File: config.mk
export PLATFORM = sky130hd
export DESIGN_NAME = div_frac_nr_pip_flat
export DESIGN_NICKNAME = d
export VERILOG_FILES = /design/src/rtl/wfq_div_pkg.sv /design/src/rtl/div_frac_nr_pip_if.sv /design/src/rtl/div_nr_stage.sv /design/src/rtl/div_frac_nr_pip.sv /design/src/flat_wrapper.sv
export SDC_FILE = /design/constraint.sdc
export NUM_CORES = 2
export LEC_CHECK = 0
export ABC_AREA = 1
export BUFFER_PORTS_ARGS = -buffer_cell sky130_fd_sc_hd__buf_2
export CORE_ASPECT_RATIO = 1.2
export CORE_MARGIN = 2
export CORE_UTILIZATION = 60
export CTS_CLUSTER_DIAMETER = 120
export CTS_CLUSTER_SIZE = 14
export DETAILED_ROUTE_END_ITERATION = 10
export PLACE_DENSITY = 0.79
export SKIP_LAST_GASP = 1
export SYNTH_ARGS = -nofsm -noshare
export SYNTH_HDL_FRONTEND = slang
export SYNTH_HIERARCHICAL = 1
export SYNTH_SLANG_ARGS = --single-unit
File: constraint.sdc
create_clock -name clk -period 3.15 [get_ports clk]
set_input_delay 0.1575 -clock clk [delete_from_list [all_inputs] [get_ports clk]]
set_output_delay 0.1575 -clock clk [all_outputs]
set_load 0.05 [all_outputs]
File: src/rtl/wfq_div_pkg.sv
// Shared constants and helpers for the WFQ fractional divider.
package wfq_div_pkg;

  localparam int unsigned DefN    = 16;
  localparam int unsigned DefQW   = 16;
  localparam int unsigned DefTagW = 8;

  // Widest quotient the saturation constant can cover.
  localparam int unsigned MaxQW = 64;

  // Error results are forced to all-ones; slice to the quotient width.
  localparam logic [MaxQW-1:0] SatOnes = '1;

  // Partial remainder width: one bit for sign, one for |R| < 2B.
  function automatic int unsigned rw(input int unsigned n);
    return n + 2;
  endfunction

endpackage

File: src/rtl/div_frac_nr_pip_if.sv
// Operand/result handshake bundle for the pipelined fractional divider.
interface div_frac_nr_pip_if
  import wfq_div_pkg::*;
#(
  parameter int unsigned N    = DefN,
  parameter int unsigned QW   = DefQW,
  parameter int unsigned TAGW = DefTagW
) ();

  logic            in_valid;
  logic            in_ready;
  logic [N-1:0]    dividend;
  logic [N-1:0]    divisor;
  logic [TAGW-1:0] in_tag;
  logic            out_valid;
  logic            out_ready;
  logic [QW-1:0]   quotient;
  logic [TAGW-1:0] out_tag;
  logic            div_zero;
  logic            ovf;

  // Producer/consumer side (drives operands, accepts results).
  modport master (
    output in_valid, dividend, divisor, in_tag, out_ready,
    input  in_ready, out_valid, quotient, out_tag, div_zero, ovf
  );

  // Divider side.
  modport slave (
    input  in_valid, dividend, divisor, in_tag, out_ready,
    output in_ready, out_valid, quotient, out_tag, div_zero, ovf
  );

endinterface

File: src/rtl/div_nr_stage.sv
// One non-restoring iteration slice: emits the quotient bit from the sign of
// the incoming remainder and registers the next remainder 2R -/+ B.
module div_nr_stage
  import wfq_div_pkg::*;
#(
  parameter int unsigned N    = DefN,
  parameter int unsigned QW   = DefQW,
  parameter int unsigned TAGW = DefTagW
) (
  input  logic             clk,
  input  logic             rst,
  input  logic             i_advance,
  input  logic             i_valid,
  input  logic [rw(N)-1:0] i_rem,
  input  logic [N-1:0]     i_div,
  input  logic [QW-1:0]    i_q,
  input  logic [TAGW-1:0]  i_tag,
  input  logic             i_dz,
  input  logic             i_ov,
  output logic             o_valid,
  output logic [rw(N)-1:0] o_rem,
  output logic [N-1:0]     o_div,
  output logic [QW-1:0]    o_q,
  output logic [TAGW-1:0]  o_tag,
  output logic             o_dz,
  output logic             o_ov
);

  localparam int unsigned RW = rw(N);

  logic            r_valid;
  logic [RW-1:0]   r_rem;
  logic [N-1:0]    r_div;
  logic [QW-1:0]   r_q;
  logic [TAGW-1:0] r_tag;
  logic            r_dz;
  logic            r_ov;

  logic            w_sign;
  logic [RW-1:0]   w_rem_dbl;
  logic [RW-1:0]   w_operand;
  logic [RW-1:0]   w_rem_nxt;
  logic [QW-1:0]   w_q_nxt;
  logic            w_unused_q_msb;

  // Single adder: add B when R < 0, otherwise add ~B + 1 (subtract B).
  always_comb begin
    w_sign    = i_rem[RW-1];
    w_rem_dbl = {i_rem[RW-2:0], 1'b0};
    w_operand = w_sign ? {2'b00, i_div} : ~{2'b00, i_div};
    w_rem_nxt = w_rem_dbl + w_operand + {{(RW-1){1'b0}}, ~w_sign};
    w_q_nxt   = {i_q[QW-2:0], ~w_sign};
  end

  // The oldest bit shifted out is the integer bit, known zero for valid results.
  assign w_unused_q_msb = i_q[QW-1];

  // Slice register; holds on a global stall, cleared by reset.
  always_ff @(posedge clk) begin
    if (rst) begin
      r_valid <= 1'b0;
      r_rem   <= '0;
      r_div   <= '0;
      r_q     <= '0;
      r_tag   <= '0;
      r_dz    <= 1'b0;
      r_ov    <= 1'b0;
    end else if (i_advance) begin
      r_valid <= i_valid;
      r_rem   <= w_rem_nxt;
      r_div   <= i_div;
      r_q     <= w_q_nxt;
      r_tag   <= i_tag;
      r_dz    <= i_dz;
      r_ov    <= i_ov;
    end
  end

  assign o_valid = r_valid;
  assign o_rem   = r_rem;
  assign o_div   = r_div;
  assign o_q     = r_q;
  assign o_tag   = r_tag;
  assign o_dz    = r_dz;
  assign o_ov    = r_ov;

endmodule

File: src/rtl/div_frac_nr_pip.sv
// Pipelined non-restoring unsigned fractional divider: Q = floor(D * 2^QW / B)
// for D < B, with global-stall valid/ready flow control and tag passthrough.
module div_frac_nr_pip
  import wfq_div_pkg::*;
#(
  parameter int unsigned N    = DefN,
  parameter int unsigned QW   = DefQW,
  parameter int unsigned TAGW = DefTagW
) (
  input logic              clk,
  input logic              rst,
  div_frac_nr_pip_if.slave bus
);

  localparam int unsigned RW = rw(N);

  logic w_advance;
  logic w_out_valid;

  // Accept-stage registers.
  logic            r_s0_valid;
  logic [RW-1:0]   r_s0_rem;
  logic [N-1:0]    r_s0_div;
  logic [TAGW-1:0] r_s0_tag;
  logic            r_s0_dz;
  logic            r_s0_ov;

  logic [RW-1:0]   w_s0_rem;
  logic            w_s0_dz;
  logic            w_s0_ov;

  // Pipeline chain; index 0 is the accept stage, index k the k-th iteration.
  logic            w_valid [QW+1];
  logic [RW-1:0]   w_rem   [QW+1];
  logic [N-1:0]    w_div   [QW+1];
  logic [QW-1:0]   w_q     [QW+1];
  logic [TAGW-1:0] w_tag   [QW+1];
  logic            w_dz    [QW+1];
  logic            w_ov    [QW+1];

  logic [QW-1:0]   w_quot;
  logic            w_err;
  logic            w_unused_tail;

  // Accept-stage classification and initial remainder D - B.
  always_comb begin
    w_s0_dz  = (bus.divisor == '0);
    w_s0_ov  = ~w_s0_dz & (bus.dividend >= bus.divisor);
    w_s0_rem = {2'b00, bus.dividend} - {2'b00, bus.divisor};
  end

  // Accept stage; in_ready equals advance, so a transfer is in_valid & advance.
  always_ff @(posedge clk) begin
    if (rst) begin
      r_s0_valid <= 1'b0;
      r_s0_rem   <= '0;
      r_s0_div   <= '0;
      r_s0_tag   <= '0;
      r_s0_dz    <= 1'b0;
      r_s0_ov    <= 1'b0;
    end else if (w_advance) begin
      r_s0_valid <= bus.in_valid;
      r_s0_rem   <= w_s0_rem;
      r_s0_div   <= bus.divisor;
      r_s0_tag   <= bus.in_tag;
      r_s0_dz    <= w_s0_dz;
      r_s0_ov    <= w_s0_ov;
    end
  end

  assign w_valid[0] = r_s0_valid;
  assign w_rem[0]   = r_s0_rem;
  assign w_div[0]   = r_s0_div;
  assign w_q[0]     = '0;
  assign w_tag[0]   = r_s0_tag;
  assign w_dz[0]    = r_s0_dz;
  assign w_ov[0]    = r_s0_ov;

  for (genvar k = 1; k <= QW; k++) begin : g_stage
    div_nr_stage #(
      .N    (N),
      .QW   (QW),
      .TAGW (TAGW)
    ) u_stage (
      .clk       (clk),
      .rst       (rst),
      .i_advance (w_advance),
      .i_valid   (w_valid[k-1]),
      .i_rem     (w_rem[k-1]),
      .i_div     (w_div[k-1]),
      .i_q       (w_q[k-1]),
      .i_tag     (w_tag[k-1]),
      .i_dz      (w_dz[k-1]),
      .i_ov      (w_ov[k-1]),
      .o_valid   (w_valid[k]),
      .o_rem     (w_rem[k]),
      .o_div     (w_div[k]),
      .o_q       (w_q[k]),
      .o_tag     (w_tag[k]),
      .o_dz      (w_dz[k]),
      .o_ov      (w_ov[k])
    );
  end

  // Global stall: everything moves unless a result is waiting on the consumer.
  assign w_out_valid  = w_valid[QW];
  assign w_advance    = ~w_out_valid | bus.out_ready;
  assign bus.in_ready = w_advance;
  assign bus.out_valid = w_out_valid;

  // Output stage: final sign test of R[QW] supplies the LSB; errors saturate.
  always_comb begin
    w_quot = '0;
    w_err  = w_dz[QW] | w_ov[QW];
    if (w_out_valid) begin
      if (w_err) begin
        w_quot = SatOnes[QW-1:0];
      end else begin
        w_quot = {w_q[QW][QW-2:0], ~w_rem[QW][RW-1]};
      end
    end
  end

  assign bus.quotient = w_quot;
  assign bus.out_tag  = w_tag[QW];
  assign bus.div_zero = w_out_valid & w_dz[QW];
  assign bus.ovf      = w_out_valid & w_ov[QW];

  // Only the remainder sign matters at the tail; the integer bit is dropped.
  assign w_unused_tail = ^{w_div[QW], w_rem[QW][RW-2:0], w_q[QW][QW-1]};

endmodule

File: src/flat_wrapper.sv
// flat-port wrapper written by rule: the top's interface ports become plain ports
module div_frac_nr_pip_flat import wfq_div_pkg::*;
#(
  parameter int unsigned N    = DefN,
  parameter int unsigned QW   = DefQW,
  parameter int unsigned TAGW = DefTagW
)
  (clk, rst, bus_in_valid, bus_dividend, bus_divisor, bus_in_tag, bus_out_ready, bus_in_ready, bus_out_valid, bus_quotient, bus_out_tag, bus_div_zero, bus_ovf);
  div_frac_nr_pip_if #(.N(N), .QW(QW), .TAGW(TAGW)) bus_i ();
  input logic clk;
  input logic rst;
  input wire logic [$bits(bus_i.in_valid)-1:0] bus_in_valid;
  input wire logic [$bits(bus_i.dividend)-1:0] bus_dividend;
  input wire logic [$bits(bus_i.divisor)-1:0] bus_divisor;
  input wire logic [$bits(bus_i.in_tag)-1:0] bus_in_tag;
  input wire logic [$bits(bus_i.out_ready)-1:0] bus_out_ready;
  output wire logic [$bits(bus_i.in_ready)-1:0] bus_in_ready;
  output wire logic [$bits(bus_i.out_valid)-1:0] bus_out_valid;
  output wire logic [$bits(bus_i.quotient)-1:0] bus_quotient;
  output wire logic [$bits(bus_i.out_tag)-1:0] bus_out_tag;
  output wire logic [$bits(bus_i.div_zero)-1:0] bus_div_zero;
  output wire logic [$bits(bus_i.ovf)-1:0] bus_ovf;
  assign bus_i.in_valid = bus_in_valid;
  assign bus_i.dividend = bus_dividend;
  assign bus_i.divisor = bus_divisor;
  assign bus_i.in_tag = bus_in_tag;
  assign bus_i.out_ready = bus_out_ready;
  assign bus_in_ready = bus_i.in_ready;
  assign bus_out_valid = bus_i.out_valid;
  assign bus_quotient = bus_i.quotient;
  assign bus_out_tag = bus_i.out_tag;
  assign bus_div_zero = bus_i.div_zero;
  assign bus_ovf = bus_i.ovf;
  div_frac_nr_pip #(.N(N), .QW(QW), .TAGW(TAGW)) u_core (.clk(clk), .rst(rst), .bus(bus_i));
endmodule
# Yosys cells after proc, flatten, opt, wreduce, memory -nomap -nowiden
# Cells that the tools add are included.
[word_totals]
ff_bits = 869
[op_classes]
reduce_logical = 1
n_bitwise = 40
add_sub_neg = 33
magnitude_cmp = 1
mux = 18
[op_table]
columns = ["op", "count"]
rows = [
  ["$add 18x1->18", 16],
  ["$add 18x18->18", 16],
  ["$mux 18", 16],
  ["$not 16->18", 16],
  ["$mux 16", 2],
  ["$not 1->1", 19],
  ["$sub 16x16->17", 1],
  ["$ge 16x16->1", 1],
  ["$logic_not 16->1", 1],
  ["$and 1x1->1", 3],
  ["$or 1x1->1", 2],
]

# Logic depth before layout (Yosys ltp)
[logic_depth]
ltp_word = 4
mapped_depth = 17
ltp_nobuf = 15

# By module
# The synthesis kept the hierarchy.
[by_module_without_submodules]
columns = ["mod", "seq_area_each_um2", "n_inst", "cells_per_inst", "area_each_um2"]
rows = [
  ["div_nr_stage at u_core.g_stage[2].u_stage ...", 1221.2, 6, 490, 3316.9],
  ["div_nr_stage at u_core.g_stage[13].u_stage ...", 1221.2, 4, 493, 3320.7],
  ["div_nr_stage at u_core.g_stage[10].u_stage ...", 1221.2, 2, 493, 3321.9],
  ["div_nr_stage at u_core.g_stage[1].u_stage", 1221.2, 1, 496, 3339.5],
  ["div_nr_stage at u_core.g_stage[9].u_stage", 1221.2, 1, 490, 3323.2],
  ["div_nr_stage at u_core.g_stage[12].u_stage", 1221.2, 1, 489, 3294.4],
  ["div_nr_stage at u_core.g_stage[7].u_stage", 1221.2, 1, 490, 3290.7],
  ["div_frac_nr_pip", 880.8, 1, 424, 2736.4],
]

# Least setup slack after synthesis
# OpenSTA, ideal clock, no wires.
[synth_timing]
kind = "register to register"
startpoint = "register u_core.g_stage[8].u_stage.r_rem[17]"
endpoint = "register u_core.g_stage[9].u_stage.r_rem[6]"
period_less_slack_ns = 2.322
t_arrival_ns = 2.207
path_slack_ns = 0.828
path_stages_with_launch = 13
t_required_ns = 3.035
path_cell_list = "dfxtp_1 > buf_2 > buf_2 > inv_1 > ha_1 > fa_1 > nand3_1 > nand2_1 > nand3_1 > nand2_1 > xor2_1 > o21ai_0 > inv_1"
[synth_via]
elab_chain_len = 3
[synth_lines]
columns = ["element", "line_no", "source"]
rows = [
  ["start: declaration", "div_nr_stage.sv:32", "logic [RW-1:0] r_rem;"],
  ["start signal: assignment", "div_nr_stage.sv:70", "r_rem <= w_rem_nxt;"],
  ["$mux 18", "div_nr_stage.sv:50", "w_operand = w_sign ? {2'b00, i_div} : ~{2'b00, i_div};"],
  ["$add 18x18->18", "div_nr_stage.sv:51", "w_rem_nxt = w_rem_dbl + w_operand + {{(RW-1){1'b0}}, ~w_sign};"],
  ["$add 18x1->18 *", "div_nr_stage.sv:51", ""],
  ["end signal: assignment", "div_nr_stage.sv:70", ""],
  ["end: declaration", "div_nr_stage.sv:32", ""],
]
# Mark *: on every way between the ends. The rest lies on a longest branch, timed or not.
# A chain may end at the register's enable or synchronous reset.

# Final worst setup path
[layout_timing]
startpoint = "register u_core.g_stage[13].u_stage.r_rem[17]"
endpoint = "register u_core.g_stage[14].u_stage.r_rem[16]"
[layout_via]
elab_chain_len = 3
[layout_lines]
columns = ["element", "line_no"]
rows = [
  ["start: declaration", "div_nr_stage.sv:32"],
  ["start signal: assignment", "div_nr_stage.sv:70"],
  ["$mux 18", "div_nr_stage.sv:50"],
  ["$add 18x18->18", "div_nr_stage.sv:51"],
  ["$add 18x1->18 *", "div_nr_stage.sv:51"],
  ["end signal: assignment", "div_nr_stage.sv:70"],
  ["end: declaration", "div_nr_stage.sv:32"],
]
# Marks and branches as above.

==> results.py <==
metrics = {
    "run_status": {
        "status": "finished, final reports clean",
    },
    "route": {
        "drt_pre_antenna_iters": 6,
        "via_per_inst": 5.33,
        "drt-initial-drc-count": 3065,
        "wirelength_um": 133000,
        "drc": 0,
        "antenna_left": 0,
        "vias": 44800,
        "wl_per_cell_um": 15.8,
    },
    "power_and_ir_drop": {
        "comb_power_share": 0.589,
        "p_seq_frac": 0.260,
        "pwr-share-clk": 0.151,
        "leakage_uw": 0.0257,
        "netSwitchingFraction": 0.476,
        "ir_drop_mv": 0.649,
        "cellPowerDensity_nw_per_um2": 1020,
        "p_switching_uw": 25500,
        "power_uw": 53600,
        "internal-power_uw": 28000,
    },
    "global_route": {
        "met1_usage": 0.344,
        "grt_use_total": 0.310,
        "grt_pass1_vias": 43100,
        "grtUsageMet3": 0.0288,
        "grt_max_degree": 177,
        "top_usage_layer": "met2",
        "overflow": 0,
        "met2_usage": 0.580,
        "antenna_found_initial": 2,
        "grt_pass1_wl_um": 217000,
    },
    "critical_path": {
        "end_kind": "register",
        "crit_path_start_kind": "register",
        "cp.arrival_ps": 3060,
        "worst-setup-path-type": "reg2reg",
        "worstPathRequired_ps": 3720,
        "cp_max_fo": 14,
    },
    "floorplan": {
        "start_util": 0.605,
        "fp.dieW_um": 267,
        "rows": 115,
        "dieArea_um2": 85100,
        "fp.dieH_um": 319,
        "core_region_area_um2": 82000,
        "pin_count": 72,
    },
    "final_layout": {
        "final_util": 0.641,
        "syn2layout_area_growth_pct": 5.95,
        "drive_gt1_frac": 0.0636,
        "fillers": 7812,
        "fin_nets": 7697,
    },
    "sta": {
        "hold_slack_ps": 76.3,
        "worstMarginPinSlew_ps": 1060,
        "fin_crit_ps": 2490,
        "maxSlewHeadroom": 0.291,
        "final_max_slew_viol_count": 0,
        "setup_viol": 0,
        "min_period_over_period": 0.790,
        "setup_tns_ps": 0,
        "max_freq_mhz": 402,
        "hold_viol": 0,
        "fin_worst_skew_ps": 41.4,
        "rsz0062_at_grt": "no",
    },
    "clock_network": {
        "cts_setup_buffers": 0,
        "cts_buffers": 70,
        "clk_latency_ps": 670,
        "cts_hold_buf": 27,
        "htree_levels": 3,
        "cts_resized": 0,
        "clock_sinks": 851,
        "cts-root-buf": "clkbuf_16",
        "clockBufferDepth": 3,
        "clk_pin_slew_ps": 70,
        "tritoncts": "yes",
    },
    "placement": {
        "gp_congestion": 0.937,
        "dp_hpwl_um": 99000,
        "io_buffers": 71,
    },
    "yosys": {
        "synth_cells": 7463,
        "synth_fp_nets": 7811,
        "syn_area_per_cell_um2": 6.65,
        "synthesis.area_um2": 49600,
        "ys_warn_count": 6,
    },
    "run": {
        "cap_violations": 0,
    },
    "worst_hold_path": {
        "hold_class": "in2reg",
    },
}
-- flip-flops by register name (all words and copies together), names as in the netlist --
name	cells
u_core/g_stage.u_stage/o_dz	16
u_core/r_s0_ov	1
u_core/g_stage.u_stage/o_tag	128
u_core/g_stage.u_stage/o_valid	16
u_core/r_s0_div	16
u_core/g_stage.u_stage/o_ov	16
u_core/g_stage.u_stage/o_div	240
u_core/r_s0_dz	1
u_core/g_stage.u_stage/o_rem	271
u_core/r_s0_rem	17
u_core/g_stage.u_stage/o_q	120
u_core/r_s0_tag	8
u_core/r_s0_valid	1
-- path summary, 6_finish.rpt --
| kind | from | to | slack (ps) | cells past startpoint |
|---|---|---|---|---|
| max | u_core/g_stage[13].u_stage/o_rem[17] | u_core/g_stage[14].u_stage/o_rem[16] | 660 | 15 |
| min | bus_out_ready | u_core/r_s0_ov | 80 | 5 |
| max reg2reg | u_core/g_stage[13].u_stage/o_rem[17] | u_core/g_stage[14].u_stage/o_rem[16] | 660 | 15 |
| min reg2reg | u_core/g_stage[4].u_stage/o_div[0] | u_core/g_stage[5].u_stage/o_div[0] | 450 | 2 |
-- through the flow --
step	cell area, um^2	std cells	setup WS (ps)
after floorplan	49600	7463	828
after global placement	50400	8303	691
after detailed placement	50400	8303	663
after CTS	52600	8408	642
after global routing	52600	8410	353
final	52600	8411	662
-- power groups by stage --
stage               Clock, uW  Combinational (uW)  Sequential [uW]
floorplan                   0               24800            13400
global placement            0               30800            14100
detailed placement          0               31200            14100
CTS                      8290               31400            13900
global route             8670               35900            14000
finish                   8100               31500            13900
-- critical path, cell delays in order (launching register included) --
cell and delay, ps:
dfxtp_1 800, buf_4 300, xnor2_1 130, ha_1 320
nand2_1 130, clkinv_1 80, nand2_1 70, nand2_1 60
nand2_1 60, nand2_1 40, nor2_1 120, nand2_1 70
nand2_1 60, nand3_1 60, nand2_1 70, inv_1 30
-- final cells by class --
class	instances	area (um^2)	share of cell area
timing repair buffer	158	1170	0.0223
sequential	851	17000	0.324
clock inverter	8	191	0.00364
inverter	824	3100	0.0590
clock buffer	70	1750	0.0333
multi-input combinational	5444	28000	0.533
tap	1053	1320	0.0251
antenna	3	7.51	0.000143
-- layout by cell type, fill, tap and decap left out, types with 102 or more instances in the layout --
master,count
nor2_1,1884
xor2_1,138
xnor2_1,258
ha_1,288
nand2_1,1187
o21ai_0,756
inv_1,776
nand2_2,102
dfxtp_1,851
a21oi_1,221
nand3_1,338
-- per-layer routing --
layer	vias to the layer above	share of wire
met2	942	0.51
met4	0	0.054
met3	318	0.033
met1	20500	0.40
li1	23100	-
met5	-	0
(Power assumes the default switching activity.)
